## src/rtl/mul_hilo_ctrl_pkg.sv

```systemverilog
// Shared execute-stage definitions: datapath width, ALU opcodes and the
// HI/LO multiply sequencer state encoding.
package mul_hilo_ctrl_pkg;

    localparam int WIDTH = 32;

    localparam logic [2:0] ALU_AND = 3'b000;
    localparam logic [2:0] ALU_OR  = 3'b001;
    localparam logic [2:0] ALU_ADD = 3'b010;
    localparam logic [2:0] ALU_MUL = 3'b100;
    localparam logic [2:0] ALU_SUB = 3'b110;
    localparam logic [2:0] ALU_SLT = 3'b111;

    // Opcode presented to the multiplier whenever it must hold its state.
    localparam logic [2:0] MUL_NOP = 3'b000;

    typedef enum logic [1:0] {
        IDLE,
        LOAD,
        RUN,
        CAPTURE
    } state_t;

endpackage

```

## src/rtl/mul_hilo_ctrl.sv

```systemverilog
// MULTU sequencer around the iterative shift-add multiplier, with the HI/LO
// result registers and the MFHI/MFLO/MTHI/MTLO access path.
module mul_hilo_ctrl #(
    parameter int         WIDTH      = mul_hilo_ctrl_pkg::WIDTH,
    parameter int         MUL_CYCLES = WIDTH,
    parameter logic [2:0] MUL_OP     = mul_hilo_ctrl_pkg::ALU_MUL
) (
    input  logic               clk,
    input  logic               rst,
    input  logic               start,
    input  logic [WIDTH-1:0]   opA,
    input  logic [WIDTH-1:0]   opB,
    input  logic               mfhi,
    input  logic               mflo,
    input  logic               mthi,
    input  logic               mtlo,
    input  logic [WIDTH-1:0]   wr_data,
    input  logic [2*WIDTH-1:0] mul_product,
    output logic               mul_rst,
    output logic [2:0]         mul_signal,
    output logic [WIDTH-1:0]   mul_dataA,
    output logic [WIDTH-1:0]   mul_dataB,
    output logic [WIDTH-1:0]   rd_data,
    output logic               busy,
    output logic               stall
);
    import mul_hilo_ctrl_pkg::*;

    localparam int CW = $clog2(MUL_CYCLES + 1);

    state_t           state_reg;
    state_t           state_next;
    logic [CW-1:0]    cnt_reg;
    logic [WIDTH-1:0] hi_reg;
    logic [WIDTH-1:0] lo_reg;
    logic [WIDTH-1:0] opa_reg;
    logic [WIDTH-1:0] opb_reg;

    always_ff @(posedge clk) begin
        if (rst) begin
            state_reg <= IDLE;
            cnt_reg   <= '0;
            hi_reg    <= '0;
            lo_reg    <= '0;
            opa_reg   <= '0;
            opb_reg   <= '0;
        end else begin
            state_reg <= state_next;
            case (state_reg)
                IDLE: begin
                    // An issuing MULTU takes precedence; a coincident move-to is dropped.
                    if (start) begin
                        opa_reg <= opA;
                        opb_reg <= opB;
                    end else begin
                        if (mthi) hi_reg <= wr_data;
                        if (mtlo) lo_reg <= wr_data;
                    end
                end
                LOAD:    cnt_reg <= '0;
                RUN:     cnt_reg <= cnt_reg + CW'(1);
                CAPTURE: begin
                    hi_reg <= mul_product[2*WIDTH-1:WIDTH];
                    lo_reg <= mul_product[WIDTH-1:0];
                end
                default: ;
            endcase
        end
    end

    always_comb begin
        state_next = state_reg;
        mul_rst    = rst;
        mul_signal = MUL_NOP;
        case (state_reg)
            IDLE:    if (start) state_next = LOAD;
            LOAD: begin
                mul_rst    = 1'b1;
                state_next = RUN;
            end
            RUN: begin
                mul_signal = MUL_OP;
                if (cnt_reg == CW'(MUL_CYCLES - 1)) state_next = CAPTURE;
            end
            CAPTURE: state_next = IDLE;
            default: state_next = IDLE;
        endcase
    end

    assign mul_dataA = opa_reg;
    assign mul_dataB = opb_reg;
    assign busy      = (state_reg != IDLE);
    assign stall     = busy & (start | mfhi | mflo | mthi | mtlo);

    // Reads see the register contents before any same-cycle move-to lands.
    always_comb begin
        rd_data = '0;
        if (!stall) begin
            if (mfhi)      rd_data = hi_reg;
            else if (mflo) rd_data = lo_reg;
        end
    end

endmodule

```

## config.mk

```make
export PLATFORM = sky130hd
export DESIGN_NAME = mul_hilo_ctrl
export DESIGN_NICKNAME = d
export VERILOG_FILES = /design/src/rtl/mul_hilo_ctrl_pkg.sv /design/src/rtl/mul_hilo_ctrl.sv
export SDC_FILE = /design/constraint.sdc
export NUM_CORES = 1
export LEC_CHECK = 0
export CAP_MARGIN = 20
export CORE_ASPECT_RATIO = 1.2
export CORE_MARGIN = 2
export CORE_UTILIZATION = 39
export DETAILED_ROUTE_END_ITERATION = 8
export HOLD_SLACK_MARGIN = 0.08
export PLACE_DENSITY_LB_ADDON = 0.2
export RECOVER_POWER = 25
export SLEW_MARGIN = 20
export SYNTH_ARGS = -nofsm -noshare
export SYNTH_HDL_FRONTEND = slang
export SYNTH_SLANG_ARGS = --single-unit
```

## constraint.sdc

```tcl
create_clock -name clk -period 1.53 [get_ports clk]
set_input_delay 0.2295 -clock clk [delete_from_list [all_inputs] [get_ports clk]]
set_output_delay 0.2295 -clock clk [all_outputs]
set_load 0.1 [all_outputs]
```

==> run_results.csv, run 1 <==
group,metric,value,unit
clocking,cts_made_buffers,17,
global_routing,antenna_found_initial,2,
layout,final_nets,1241,
worst_setup_path,cp_max_fo,8,
worst_hold_path,holdPathStages,3,
layout,syn_to_final_growth,104,%
worst_hold_path,hold_end,"state_reg[1]$_SDFFE_PP0P_",
yosys,synth.top_cells.by_area,"dfxtp_1 44%, mux2i_1 11%, nand2_1 9.9%",
yosys,synth.distinct_cells,28,
worst_hold_path,hp-start,"rst",
yosys,synth_area_leader_cell,"dfxtp_1",
worst_setup_path,cp.required,1300,ps
clocking,path_clk_slew,50,ps
floorplanning,rows,50,
timing,skew,6.97,ps
floorplanning,die_h,143,µm
yosys,netlist.area_leader.share,0.435,
pwr,p_per_area,1660,nW/µm²
worst_setup_path,cp.arrival,1680,ps
yosys,synthCells,760,
layout,final_area,12800,µm²
pwr,peakVddDrop,0.957,mV
floorplanning,ios,269,
outcome,violations,"setup timing",
placement,dp_hpwl,13900,µm
timing,relSlewSlack,0.660,
global_routing,grt_pass1_vias,6906,
timing,period_needed,1910,ps
clocking,cts-root-buf,"clkbuf_16",
worst_setup_path,ff2ff_path_depth,9,
floorplanning,start_util,0.400,
global_routing,overflow,0,
layout,fillCellCount,877,
worst_setup_path,end_kind,"output pin",
clocking,clk_path_buf_depth,2,
drt,vias_per_cell,5.33,
timing,slew_viol_final,0,
pwr,power.total,0.0211,W
layout,drive_gt1_frac,0.383,
yosys,synth-seq-cells,136,
drt,vias,6884,
worst_setup_path,r2r-start,"state_reg[1]$_SDFFE_PP0P_",
timing,grt_setup_unrepaired,"true",
worst_setup_path,reg2reg_slack,-250,ps
clocking,cts.sink_count,136,
drt,wirelength,26300,µm
pwr,leakage,4.58,nW
drt,drc,0,
floorplanning,die-area,17100,µm²
flow_run,cap_viol_max_count,0,
timing,hold_slack,162,ps
drt,wl_per_cell,20.3,µm
layout,layout_commonest_cell,"clkdlybuf4s50_1",
yosys,yosysWarnings,0,
global_routing,grt_max_degree,65,
timing,finalSetupTns,-22920,ps
floorplanning,core_area,15600,µm²
yosys,yosysSeqAreaShare,0.435,
timing,fin_crit_sh,1.25,
timing,setup_viol,124,
clocking,htree_levels,4,
placement,pre_cts_slack,-422,ps
yosys,syn_area_per_cell,8.23,µm²
placement,globalplace.congestion,0.793,
timing,worst_pin_slew,510,ps
drt,drt-initial-drc-count,340,
yosys,synth_edf_count,0,
worst_setup_path,start_kind,"register",
clocking,clk_latency,420,ps
yosys,synth-main-ff-cell,"dfxtp_1",
yosys,syn_area,6260,µm²
global_routing,grt_usage,0.273,
placement,portBuffers,266,
drt,antenna_left,0,
timing,timing.fmax,524,MHz
placement,placed_area,10600,µm²
global_routing,grt_pass1_wl,36400,µm
worst_setup_path,worstSetupPathType,"register to output pin",
outcome,status,"finished with violations",
layout,register_area,2730,µm²
yosys,async_flop_share,0,
drt,dr.pass1.iters,5,
layout,final_cell_mix,"162 x clkdlybuf4s50_1, 156 x nand2_1, 134 x dfxtp_1, 115 x buf_12, 81 x a21oi_1",
timing,setup_ws,-379,ps
worst_hold_path,hp-class,"primary input to register",
clocking,cts_tree,"done",
timing,hold_viol,0,
floorplanning,die_w,120,µm
layout,multi_input_area,4100,µm²
worst_setup_path,r2r_end,"lo_reg[23]$_SDFFE_PP0P_",
-- cell usage after synthesis (all sizes together), types with 3 or more instances --
cell type  count
inv            4
clkbuf        28
a21o           3
mux2i         66
buf           38
a211oi        64
dfxtp        136
xor2           3
nor2         134
nand2        165
a21oi         98
ha             5
-- logic make-up (layout without fill, tap and decap cells) --
family / count (synthesis) / in the layout / share of synthesized area
AOI/OAI and AO/OA: 168 / 169 / 0.199
other: 1 / 4 / 0.000599
muxes: 66 / 66 / 0.106
adders and majority gates: 5 / 5 / 0.0100
and+or+nand+nor: 310 / 310 / 0.190
DFF: 136 / 136 / 0.435
buffers and inverters: 70 / 390 / 0.0546
xor gates and xnor gates: 4 / 4 / 0.00560
-- metal layers --
metal / share of wire / vias up / track usage
met2: 0.52 / 328 / 0.477
met4: 0.036 / 0 / 0.123
met5: 0 / - / 0
li1: - / 3182 / -
met1: 0.35 / 3304 / 0.293
met3: 0.093 / 70 / 0.102
-- what timing repair did --
item,in CTS,in global routing
resized for setup,127,68
pin swaps,13,18
setup endpoints to repair,86,158
buffers inserted,14,9
hold buffers,1,0
cloned,14,13
endpoints found under the hold margin,1,0
-- worst max-delay path by stage --
stage	startpoint	slack, ps	endpoint	cells after the start
final	state_reg[1]$_SDFFE_PP0P_	-380	rd_data[10]	7
after floorplan	state_reg[1]$_SDFFE_PP0P_	-70	state_reg[1]$_SDFFE_PP0P_	5
after CTS	state_reg[1]$_SDFFE_PP0P_	-400	rd_data[3]	7
after global routing	state_reg[1]$_SDFFE_PP0P_	-420	rd_data[10]	7
after global placement	mflo	-420	rd_data[30]	7
after detailed placement	mflo	-420	rd_data[30]	7
-- power by group --
part | switching (W) | internal [W]
logic | 0.00687 | 0.00502
clock network | 0.00162 | 0.00278
registers | 0.000627 | 0.00422
total | 0.00911 | 0.0120
-- through the flow --
stage / instances / utilization
floorplan: 761 / -
global placement: 1209 / 0.680
detailed placement: 1209 / 0.680
CTS: 1270 / 0.780
global route: 1291 / 0.815
finish: 1292 / 0.816
-- final cells by class --
cell class,count,area share
antenna,2,0.000392
clock buffer,22,0.0356
clock inverter,10,0.0132
inverter,4,0.00186
multi-input combinational,556,0.321
sequential,136,0.214
tap,208,0.0204
timing repair buffer,354,0.393
-- critical path, stage by stage, from the launching register on --
cell and delay [ps]:
dfxtp_4 360, inv_4 40, ha_4 150, a21oi_4 130, buf_12 160, buf_12 160, nor2_4 60, buf_12 170
No activity file was read; power rests on OpenSTA's default activity.
==> run 2, diff against run 1 <==
--- a/config.mk
+++ b/config.mk
@@ -8,11 +8,12 @@
 export CAP_MARGIN = 20
 export CORE_ASPECT_RATIO = 1.2
 export CORE_MARGIN = 2
-export CORE_UTILIZATION = 39
+export CORE_UTILIZATION = 27
 export DETAILED_ROUTE_END_ITERATION = 8
 export HOLD_SLACK_MARGIN = 0.08
 export PLACE_DENSITY_LB_ADDON = 0.2
 export RECOVER_POWER = 25
+export SKIP_CTS_REPAIR_TIMING = 1
 export SLEW_MARGIN = 20
 export SYNTH_ARGS = -nofsm -noshare
 export SYNTH_HDL_FRONTEND = slang
==> run 2 against run 1 <==
Effect of this change: the flow still finishes with violations (setup timing); final area shrank 9.1%; via count shrank 9.0%; combinational power shrank 13%; clock skew grew 1.3 ps; register-to-register slack gained 30 ps; non-clock buffer count shrank 15; total power shrank 9.9%; first-iteration DRC count shrank 54%; sequential cell count is the same; core utilization shrank 31 points; critical endpoint is now rd_data[29].
==> run_results.csv, run 2 (synthesized netlist as in run 1, its figures left out) <==
group,metric,value,unit
outcome,status,"finished with violations",
outcome,violations,"setup timing",
timing,worst_pin_slew,518,ps
layout,syn_to_final_growth,85.2,%
clocking,clk_path_buf_depth,2,
clocking,cts_tree,"done",
pwr,p_per_area,1640,nW/µm²
placement,globalplace.congestion,0.738,
drt,dr.pass1.iters,4,
timing,hold_viol,0,
worst_setup_path,crit_family,"buffers and inverters",
clocking,htree_levels,4,
drt,antenna_left,0,
drt,drc,0,
worst_setup_path,critPathBufInv,4,
layout,final_nets,1225,
worst_setup_path,ff2ff_path_depth,8,
clocking,cts.sink_count,136,
global_routing,grt_usage,0.166,
global_routing,grt_pass1_vias,6140,
worst_setup_path,crit_chain,"inv_4, ha_4, a21oi_4, buf_8, clkbuf_16, nor2_4, buf_12",
layout,antenna_cells,0,
worst_setup_path,cp.required,1300,ps
timing,setup_ws,-408,ps
layout,drive_gt1_frac,0.294,
global_routing,grt_max_degree,49,
floorplanning,rows,61,
floorplanning,die_w,143,µm
floorplanning,core_area,23000,µm²
timing,finalSetupTns,-21340,ps
timing,setup_viol,100,
floorplanning,die-area,24400,µm²
floorplanning,ios,269,
worst_setup_path,cp.arrival,1710,ps
drt,drt-initial-drc-count,155,
drt,wirelength,22400,µm
floorplanning,start_util,0.272,
drt,vias,6265,
pwr,peakVddDrop,0.819,mV
placement,dp_cells,1324,
placement,dp_hpwl,15000,µm
drt,wl_per_cell,16.2,µm
pwr,leakage,4.16,nW
worst_setup_path,end_kind,"output pin",
layout,fin_cells,1380,
placement,pre_cts_slack,-347,ps
global_routing,antenna_found_initial,0,
timing,timing.fmax,516,MHz
timing,slew_viol_final,0,
global_routing,grt_pass1_wl,31700,µm
worst_setup_path,crit_slowest_cell,"dfxtp_4",
timing,skew,8.24,ps
pwr,power.total,0.0190,W
floorplanning,die_h,171,µm
worst_setup_path,start_kind,"register",
worst_setup_path,crit_cells,7,
worst_setup_path,critical_path.max_stage_delay,370,ps
clocking,path_clk_slew,60,ps
timing,period_needed,1940,ps
clocking,cts-root-buf,"clkbuf_16",
global_routing,overflow,0,
flow_run,cap_viol_max_count,0,
worst_hold_path,hp-class,"primary input to register",
timing,relSlewSlack,0.655,
layout,layout_commonest_cell,"nand2_1",
drt,vias_per_cell,4.54,
layout,fillCellCount,2109,
timing,fin_crit_sh,1.27,
clocking,cts_made_buffers,17,
layout,final_cell_mix,"164 x nand2_1, 163 x clkdlybuf4s50_1, 134 x dfxtp_1, 98 x nor2_1, 97 x a21oi_1",
placement,portBuffers,266,
worst_setup_path,worstSetupPathType,"register to output pin",
worst_setup_path,cp_max_fo,6,
timing,grt_setup_unrepaired,"true",
clocking,clk_latency,410,ps
worst_hold_path,holdPathStages,2,
run 2: final timing paths:
path / startpoint / end / slack, ps
min: rst / mul_dataB[9]$_SDFFE_PP0P_ / 80
min reg2reg: mul_dataA[8]$_SDFFE_PP0P_ / mul_dataA[8]$_SDFFE_PP0P_ / 450
max: state_reg[0]$_SDFFE_PP0P_ / rd_data[29] / -410
max reg2reg: state_reg[0]$_SDFFE_PP0P_ / hi_reg[30]$_SDFFE_PP0P_ / -220
run 2: final cells by class:
cell class | count | area, µm² | area share
clock buffer | 18 | 439 | 0.0379
clock inverter | 13 | 145 | 0.0125
inverter | 4 | 23.8 | 0.00205
multi-input combinational | 555 | 3600 | 0.310
sequential | 136 | 2730 | 0.236
tap | 315 | 394 | 0.0340
timing repair buffer | 339 | 4260 | 0.368
run 2: per-stage QoR:
| step | util | hold slack, ps | instance area (µm²) |
|---|---|---|---|
| finish | 0.505 | 81.3 | 11600 |
| global route | 0.505 | 89.2 | 11600 |
| CTS | 0.498 | 66.2 | 11400 |
| detailed placement | 0.473 | 483 | 10900 |
| global placement | 0.473 | 474 | 10900 |
| floorplan | - | 366 | 6610 |
run 2: layer usage:
| metal | track usage | part of all wire | up-vias |
|---|---|---|---|
| met1 | 0.188 | 0.39 | 2881 |
| met5 | 0 | 0 | - |
| li1 | - | - | 3147 |
| met2 | 0.278 | 0.49 | 214 |
| met3 | 0.0764 | 0.098 | 23 |
| met4 | 0.0542 | 0.015 | 0 |
run 2: power by group:
group	switching (W)	total, W	leakage (nW)	internal, W
Sequential	0.000409	0.00462	1.12	0.00421
Clock	0.00166	0.00411	0.279	0.00245
Combinational	0.00632	0.0103	2.77	0.00399
Total	0.00838	0.0190	4.16	0.0106
